`src/rtl/piso_shift_ctrl_pkg.sv`:
```
// ---------------------------------------------------------------------------
// piso_pkg
// Shared definitions for the piso_shift_ctrl serialiser.
//   state_e    : FSM state encoding (IDLE / SHIFT / PARITY, 2 bits)
//   WIDTH_MIN  : smallest legal data word width
//   WIDTH_MAX  : largest legal data word width
//   cnt_bits() : width of the bit counter able to hold WIDTH
// ---------------------------------------------------------------------------
package piso_pkg;

  typedef enum logic [1:0] {
    ST_IDLE   = 2'd0,
    ST_SHIFT  = 2'd1,
    ST_PARITY = 2'd2
  } state_e;

  localparam int WIDTH_MIN = 2;
  localparam int WIDTH_MAX = 64;

  // The counter must represent the value WIDTH itself, hence WIDTH+1.
  function automatic int cnt_bits(input int width);
    return $clog2(width + 1);
  endfunction

endpackage

```
`src/rtl/piso_shift_ctrl_if.sv`:
```
// ---------------------------------------------------------------------------
// piso_shift_ctrl_if
// Load handshake and serial-side signals of the serialiser.
//   load_valid / load_ready / load_data : parallel word handshake
//   sin        : fill bit shifted into the vacated register end
//   shift_en   : consumer takes the current sout bit
//   sout / sout_valid : serial bit and its qualifier
//   busy       : a word is in flight
//   done       : one-cycle pulse after the final bit is consumed
// Modports: master (producer/consumer side), slave (the serialiser).
// ---------------------------------------------------------------------------
interface piso_shift_ctrl_if #(
  parameter int WIDTH = 8
);
  logic             load_valid;
  logic             load_ready;
  logic [WIDTH-1:0] load_data;
  logic             sin;
  logic             shift_en;
  logic             sout;
  logic             sout_valid;
  logic             busy;
  logic             done;

  modport master (
    output load_valid, load_data, sin, shift_en,
    input  load_ready, sout, sout_valid, busy, done
  );

  modport slave (
    input  load_valid, load_data, sin, shift_en,
    output load_ready, sout, sout_valid, busy, done
  );
endinterface

```
`src/rtl/piso_shift_ctrl_bit_cnt.sv`:
```
// ---------------------------------------------------------------------------
// piso_bit_cnt
// Loadable down-counter tracking the data bits still to be emitted.
//   clk      : rising-edge clock
//   rst_n    : synchronous active-low reset (counter -> 0)
//   load     : load load_val (has priority over dec)
//   load_val : value to load
//   dec      : decrement by one
//   cnt      : current count
//   last     : cnt == 1
// ---------------------------------------------------------------------------
module piso_bit_cnt #(
  parameter int CW = 4
) (
  input  logic          clk,
  input  logic          rst_n,
  input  logic          load,
  input  logic [CW-1:0] load_val,
  input  logic          dec,
  output logic [CW-1:0] cnt,
  output logic          last
);

  logic [CW-1:0] cnt_q;
  logic [CW-1:0] cnt_d;

  always_comb begin
    cnt_d = cnt_q;
    if (load) begin
      cnt_d = load_val;
    end else if (dec) begin
      cnt_d = cnt_q - CW'(1);
    end
  end

  always_ff @(posedge clk) begin
    if (!rst_n) begin
      cnt_q <= '0;
    end else begin
      cnt_q <= cnt_d;
    end
  end

  assign cnt  = cnt_q;
  assign last = (cnt_q == CW'(1));

endmodule

```
`src/rtl/piso_shift_ctrl.sv`:
```
// ---------------------------------------------------------------------------
// piso_shift_ctrl
// Parallel-in/serial-out shifter with valid/ready load, stall (shift_en),
// bit counter and completion pulse.
//   WIDTH     : data word width, 2..64
//   MSB_FIRST : 1 = emit bit WIDTH-1 first, 0 = emit bit 0 first
//   clk       : rising-edge clock
//   rst_n     : synchronous active-low reset
//   bus       : piso_shift_ctrl_if slave modport (handshake + serial side)
// Optional feature macro: PISO_SHIFT_CTRL_PARITY_EN
//   When defined, an even-parity bit is emitted after the last data bit.
// ---------------------------------------------------------------------------
module piso_shift_ctrl
  import piso_pkg::*;
#(
  parameter int WIDTH     = 8,
  parameter bit MSB_FIRST = 1'b1
) (
  input  logic              clk,
  input  logic              rst_n,
  piso_shift_ctrl_if.slave  bus
);

  localparam int            CW       = cnt_bits(WIDTH);
  localparam logic [CW-1:0] CNT_INIT = CW'(WIDTH);

  if (WIDTH < WIDTH_MIN || WIDTH > WIDTH_MAX) begin : g_width_check
    $error("piso_shift_ctrl: WIDTH out of range 2..64");
  end

  state_e           state_q, state_d;
  logic [WIDTH-1:0] sreg_q, sreg_d;
  logic             done_q, done_d;
  logic             cnt_load, cnt_dec;
  logic [CW-1:0]    cnt_val;
  logic             cnt_last;
  logic [WIDTH-1:0] sreg_shifted;
  logic             sreg_head;

`ifdef PISO_SHIFT_CTRL_PARITY_EN
  logic             par_q, par_d;
`endif

  // Direction-dependent shift path and output tap.
  if (MSB_FIRST) begin : g_msb
    assign sreg_shifted = {sreg_q[WIDTH-2:0], bus.sin};
    assign sreg_head    = sreg_q[WIDTH-1];
  end else begin : g_lsb
    assign sreg_shifted = {bus.sin, sreg_q[WIDTH-1:1]};
    assign sreg_head    = sreg_q[0];
  end

  piso_bit_cnt #(.CW(CW)) u_bit_cnt (
    .clk      (clk),
    .rst_n    (rst_n),
    .load     (cnt_load),
    .load_val (CNT_INIT),
    .dec      (cnt_dec),
    .cnt      (cnt_val),
    .last     (cnt_last)
  );

  always_comb begin
    state_d  = state_q;
    sreg_d   = sreg_q;
    done_d   = 1'b0;
    cnt_load = 1'b0;
    cnt_dec  = 1'b0;
`ifdef PISO_SHIFT_CTRL_PARITY_EN
    par_d    = par_q;
`endif
    case (state_q)
      ST_IDLE: begin
        // A load wins over any shift_en seen in the same cycle.
        if (bus.load_valid) begin
          sreg_d   = bus.load_data;
          cnt_load = 1'b1;
          state_d  = ST_SHIFT;
`ifdef PISO_SHIFT_CTRL_PARITY_EN
          par_d    = ^bus.load_data;
`endif
        end
      end
      ST_SHIFT: begin
        if (bus.shift_en) begin
          sreg_d  = sreg_shifted;
          // Guard keeps the counter from wrapping even if state were corrupted.
          cnt_dec = (cnt_val != '0);
          if (cnt_last) begin
`ifdef PISO_SHIFT_CTRL_PARITY_EN
            state_d = ST_PARITY;
`else
            state_d = ST_IDLE;
            done_d  = 1'b1;
`endif
          end
        end
      end
`ifdef PISO_SHIFT_CTRL_PARITY_EN
      ST_PARITY: begin
        if (bus.shift_en) begin
          state_d = ST_IDLE;
          done_d  = 1'b1;
        end
      end
`endif
      default: state_d = ST_IDLE;
    endcase
  end

  always_ff @(posedge clk) begin
    if (!rst_n) begin
      state_q <= ST_IDLE;
      sreg_q  <= '0;
      done_q  <= 1'b0;
    end else begin
      state_q <= state_d;
      sreg_q  <= sreg_d;
      done_q  <= done_d;
    end
  end

`ifdef PISO_SHIFT_CTRL_PARITY_EN
  always_ff @(posedge clk) begin
    if (!rst_n) begin
      par_q <= 1'b0;
    end else begin
      par_q <= par_d;
    end
  end
`endif

  logic in_shift, in_parity;
  assign in_shift  = (state_q == ST_SHIFT);
  assign in_parity = (state_q == ST_PARITY);

  assign bus.load_ready = (state_q == ST_IDLE);
  assign bus.busy       = in_shift | in_parity;
  assign bus.sout_valid = in_shift | in_parity;
  assign bus.done       = done_q;

`ifdef PISO_SHIFT_CTRL_PARITY_EN
  assign bus.sout = (in_shift & sreg_head) | (in_parity & par_q);
`else
  assign bus.sout = in_shift & sreg_head;
`endif

endmodule

```
`src/flat_wrapper.sv`:
```
// flat-port wrapper written by rule: the top's interface ports become plain ports
module piso_shift_ctrl_flat import piso_pkg::*;
#(
  parameter int WIDTH     = 8,
  parameter bit MSB_FIRST = 1'b1
)
  (clk, rst_n, bus_load_valid, bus_load_data, bus_sin, bus_shift_en, bus_load_ready, bus_sout, bus_sout_valid, bus_busy, bus_done);
  piso_shift_ctrl_if #(.WIDTH(WIDTH)) bus_i ();
  input  logic clk;
  input  logic rst_n;
  input wire logic [$bits(bus_i.load_valid)-1:0] bus_load_valid;
  input wire logic [$bits(bus_i.load_data)-1:0] bus_load_data;
  input wire logic [$bits(bus_i.sin)-1:0] bus_sin;
  input wire logic [$bits(bus_i.shift_en)-1:0] bus_shift_en;
  output wire logic [$bits(bus_i.load_ready)-1:0] bus_load_ready;
  output wire logic [$bits(bus_i.sout)-1:0] bus_sout;
  output wire logic [$bits(bus_i.sout_valid)-1:0] bus_sout_valid;
  output wire logic [$bits(bus_i.busy)-1:0] bus_busy;
  output wire logic [$bits(bus_i.done)-1:0] bus_done;
  assign bus_i.load_valid = bus_load_valid;
  assign bus_i.load_data = bus_load_data;
  assign bus_i.sin = bus_sin;
  assign bus_i.shift_en = bus_shift_en;
  assign bus_load_ready = bus_i.load_ready;
  assign bus_sout = bus_i.sout;
  assign bus_sout_valid = bus_i.sout_valid;
  assign bus_busy = bus_i.busy;
  assign bus_done = bus_i.done;
  piso_shift_ctrl #(.WIDTH(WIDTH), .MSB_FIRST(MSB_FIRST)) u_core (.clk(clk), .rst_n(rst_n), .bus(bus_i));
endmodule
```
`config.mk`:
```
export PLATFORM = sky130hd
export DESIGN_NAME = piso_shift_ctrl_flat
export DESIGN_NICKNAME = d
export VERILOG_FILES = /design/src/rtl/piso_shift_ctrl_pkg.sv /design/src/rtl/piso_shift_ctrl_if.sv /design/src/rtl/piso_shift_ctrl_bit_cnt.sv /design/src/rtl/piso_shift_ctrl.sv /design/src/flat_wrapper.sv
export SDC_FILE = /design/constraint.sdc
export NUM_CORES = 1
export LEC_CHECK = 0
export BUFFER_PORTS_ARGS = -buffer_cell sky130_fd_sc_hd__buf_2
export CAP_MARGIN = 20
export CORE_MARGIN = 2
export CORE_UTILIZATION = 40
export DETAILED_ROUTE_END_ITERATION = 6
export SKIP_CTS_REPAIR_TIMING = 1
export SYNTH_ARGS = -nofsm -noshare
export SYNTH_HDL_FRONTEND = slang
export SYNTH_SLANG_ARGS = --single-unit
```
`constraint.sdc`:
```
create_clock -name clk -period 3.39 [get_ports clk]
set_input_delay 1.017 -clock clk [delete_from_list [all_inputs] [get_ports clk]]
set_output_delay 1.017 -clock clk [all_outputs]
set_load 0.05 [all_outputs]
```
## Word-level counts from Yosys, hierarchy flattened

Index checks and enable logic that the tools add are counted.

- Input port bits: 13
- Output and inout port bits: 5
- Logic and storage cells: 37
- Bits in registers: 15

- Multiplexer cells: 14
- Reduce and logical (&&, ||, !) cells: 8
- Bitwise gates (word level): 3
- Eq/ne operators: 6
- Add/subtract/negate cells: 1

Operator list:

| kind | count |
|---|---|
| two-way mux 8 bit | 2 |
| one-hot mux 8 bit (2 select lines) | 1 |
| AND reduction 3 bit | 3 |
| two-way mux 4 bit | 2 |
| two-way mux 2 bit | 3 |
| two-way mux 1 bit | 5 |
| equality test 4 x 1 -> 1 bit (second input constant) | 1 |
| inequality test 2 bit (second input constant) | 2 |
| one-hot mux 2 bit (2 select lines) | 1 |
| nonzero test 2 bit | 2 |
| nonzero test 4 bit | 1 |
| subtractor 4 x 1 -> 4 bit (second input constant) | 1 |
| equality test 2 x 1 -> 1 bit (second input constant) | 1 |
| equality test 2 bit (second input constant) | 1 |
| logical NOT 2 bit | 1 |
| inequality test 2 x 1 -> 1 bit (second input constant) | 1 |
| OR reduction 2 bit | 1 |
| bitwise AND 1 bit | 1 |
| inverter 1 bit | 1 |
| bitwise OR 1 bit | 1 |

## Longest topological paths before layout

- Depth in word-level cells: 5
- Mapped depth: 5
- Depth with buffers taken out: 5

## Cells and area by module

Synthesis repeated with hierarchy kept, for this count alone.

- Cells, all modules: 78
- Area total of the unflattened synthesis: 738.2 sq um

By module, submodules not included:

| module | sequential area each (sq um) | cells an instance | area an instance (sq um) | times used |
|---|---|---|---|---|
| piso_shift_ctrl | 200.2 | 52 | 500.5 | 1 |
| piso_bit_cnt | 80.1 | 26 | 237.7 | 1 |

## Worst setup path after synthesis

Ideal clock, no wire load.

- Kind: register to output
- Start point: reg u_core.state_q[0]
- End point: out bus_sout
- Setup slack: 0.869 ns
- Arrival: 1.504 ns
- Buffers on the path: 2
- Data required time: 2.373 ns
- Cell stages (with the launch flop): 4
- Cells stage by stage: dfxtp_1 buf_6 buf_2 and2_1

- Longest elaborated chain between the ends: 2

RTL lines:

| element | RTL line | source |
|---|---|---|
| from (decl) | piso_shift_ctrl.sv:31 | `state_e state_q, state_d;` |
| from (signal assigned) | piso_shift_ctrl.sv:117 | `state_q <= state_d;` |
| equality test 2 x 1 -> 1 bit | piso_shift_ctrl.sv:134 | `assign in_shift = (state_q == ST_SHIFT);` |
| bitwise AND 1 bit | piso_shift_ctrl.sv:145 | `assign bus.sout = in_shift & sreg_head;` |
| to (decl) | flat_wrapper.sv:16 | `output wire logic [$bits(bus_i.sout)-1:0] bus_sout;` |

Every way passes these cells.

## Worst setup path in the final report

Same ends and word-level chain as after synthesis.

==> impl_metrics.yaml <==
sta:
  fmax_mhz: 466
  slew_headroom: 0.813
  clock_skew_ns: 0.00248
  min_period_over_period: 0.634
  setup_tns_ns: 0
  tightestPinTransition_ns: 0.281
  rsz0062_at_grt: "no"
  setup_viol: 0
  layout_min_cycle_time_ns: 2.15
  slew_violations: 0
  hold_viol: 0
  setup_ws_ns: 1.24
min_path:
  hold_start: "u_core.sreg_q[6]$_SDFFE_PN0P_"
  holdCritPathClass: "flip-flop to flip-flop"
floorplan:
  start_util: 0.422
  row_count: 15
  die_x_um: 46.7
  die_h_um: 46.7
  num_io_pins: 18
  dieArea_um2: 2180
  coreArea_um2: 1730
place:
  place_ws_ns: 1.54
  gp_congestion: 0.663
  dpl_cell_area_um2: 813
  dp_hpwl_um: 922
  portBuffers: 17
power_and_ir_drop:
  internal_power_w: 0.000272
  p_leak_nw: 0.442
  p_switching_w: 0.000101
  ir_drop_v: 0.000172
  switching_share: 0.271
  comb_power_share: 0.185
  clock_power_share: 0.322
  power_density_nw_per_um2: 439
  seq_power_share: 0.493
synth:
  synth-compound-area-share: 0.149
  ys_ff_latch: 14
  synth_cells: 74
  yosysTopAreaCell: "dfxtp_1"
  synthMuxAreaShare: 0.186
  synth_xor_area_frac: 0
  avgSynthCellArea_um2: 9.84
  ys_warn_count: 0
  synth_top_area_frac: 0.385
  synthAdderAreaFrac: 0.0344
  seq_area_frac_synth: 0.385
  synth.net_count: 89
  synth_area_leaders: "dfxtp_1 (38%), mux2i_1 (16%), o211a_1 (11%), nand2_1 (5.2%), ha_1 (3.4%)"
  synth_area_um2: 728
  synth_top_family_by_area: "multiplexers"
  synthDistinctLibCells: 24
  synth-simple-area-share: 0.177
worst_setup_path:
  crit_path_end_kind: "output port"
  timing.rr.start: "u_core.state_q[0]$_SDFFE_PN0P_"
  cp.required_ns: 2.37
  reg2reg_to: "u_core.sreg_q[1]$_SDFFE_PN0P_"
  r2r_slack_ns: 1.94
  crit_path_end: "bus_sout"
  path_class: "flip-flop to output port"
  cp-start-kind: "flip-flop"
  startpoint: "u_core.state_q[0]$_SDFFE_PN0P_"
  cp.arrival_ns: 1.13
  worst-r2r-cell-count: 3
  critPathMaxFanout: 7
drt:
  viasPerCell: 4.93
  drtIter0Drc: 4
  drc: 0
  wl_per_cell_um: 10.8
  wl_um: 1260
  ant_nets: 0
  num_vias: 572
  dr.pass1.iters: 3
final_layout:
  antennaDiodeCount: 0
  finalNetCount: 107
  drive_above_1_share: 0.264
  final_common_cell: "buf_2"
  layout_common_cells: "buf_2 (17), dfxtp_1 (14), mux2i_1 (12)"
  design_area_um2: 850
  area_growth_pct: 16.7
global_routing:
  antenna_found_initial: 0
  overflow: 0
  grt_use_total: 0.134
  grt_max_degree: 17
  grt_pass1_wl_um: 2090
  grt_pass1_vias: 498
cts:
  ctsRootBufferMaster: "clkbuf_4"
  h-tree-depth: 1
  cts_tree: "yes"
  numClockSinks: 14
  numCtsBuffers: 3
  path_clk_slew_ns: 0.09
  insertion_delay_ns: 0.27
  clock_path_buffers: 2
outcome:
  status: "finished clean"
flow_run:
  maxCapViolations: 0
-- worst min-delay path by stage --
| stage | end | slack [ns] | cells after the start |
|---|---|---|---|
| 6_report | u_core.sreg_q[6]$_SDFFE_PN0P_ | 0.51 | 1 |
| 4_1_cts | u_core.sreg_q[2]$_SDFFE_PN0P_ | 0.51 | 1 |
| 3_3_place_gp | u_core.sreg_q[4]$_SDFFE_PN0P_ | 0.48 | 1 |
| 2_1_floorplan | u_core.sreg_q[7]$_SDFFE_PN0P_ | 0.46 | 1 |
| 3_5_place_dp | u_core.sreg_q[2]$_SDFFE_PN0P_ | 0.49 | 1 |
| 5_1_grt | u_core.sreg_q[5]$_SDFFE_PN0P_ | 0.53 | 1 |
-- registers in the layout, summed over array words and instances, names as in the netlist --
register,flops
u_core.state_q,1
u_core.sreg_q,8
u_core.bus.done,1
u_core.u_bit_cnt.cnt,4
-- worst max-delay path, cell delays in order (launching register included) --
cell	delay [ns]
dfxtp_1	0.45
and2_1	0.15
buf_2	0.25
-- layout make-up --
type                            count  area [um^2]
Clock buffer                        4         36.3
Multi-Input combinational cell     52          398
Sequential cell                    14          280
Fill cell                         179          877
Timing Repair Buffer               18         92.6
Inverter                            3         11.3
Tap cell                           25         31.3
-- power groups by stage --
stage | sequential (W) | combinational, W | clock [W]
after floorplan | 0.000189 | 0.0000544 | 0
after global placement | 0.000188 | 0.0000688 | 0
after detailed placement | 0.000188 | 0.0000697 | 0
after global routing | 0.000186 | 0.0000774 | 0.000130
final | 0.000184 | 0.0000691 | 0.000120
after CTS | 0.000184 | 0.0000701 | 0.000125
-- cells by family after synthesis --
kind of cell / Yosys count
AO/OA/AOI/OAI: 13
adder cells (fa/ha/maj): 2
buffers and inverters: 8
flip-flops: 14
multiplexers: 13
AND/OR/NAND/NOR: 24
-- metal layers --
metal | vias up | part of all wire | global-route usage
met5 | - | 0 | 0
met4 | 0 | 0 | 0.0500
met3 | 0 | 0.033 | 0.0353
met2 | 11 | 0.45 | 0.197
met1 | 262 | 0.52 | 0.188
li1 | 299 | - | -
-- through the flow --
step	util	std cells	hold slack, ns	power, W
after detailed placement	0.471	112	0.485	0.000258
final	0.492	116	0.505	0.000373
after global placement	0.471	112	0.482	0.000257
after floorplan	-	74	0.464	0.000243
after CTS	0.492	116	0.507	0.000380
after global routing	0.492	116	0.526	0.000393
-- cells in the mapped netlist (all sizes together) --
cell type	n
a21boi	1
a21oi	1
a31oi	1
and2	2
and4	1
buf	4
clkbuf	1
dfxtp	14
ha	2
inv	3
mux2	1
mux2i	12
nand2	10
nand2b	1
nand3	4
nand3b	1
nor2	2
nor2b	1
nor3b	1
nor4b	1
o211a	8
o21ai	2
Note: power is estimated with default switching activity, not from simulation.
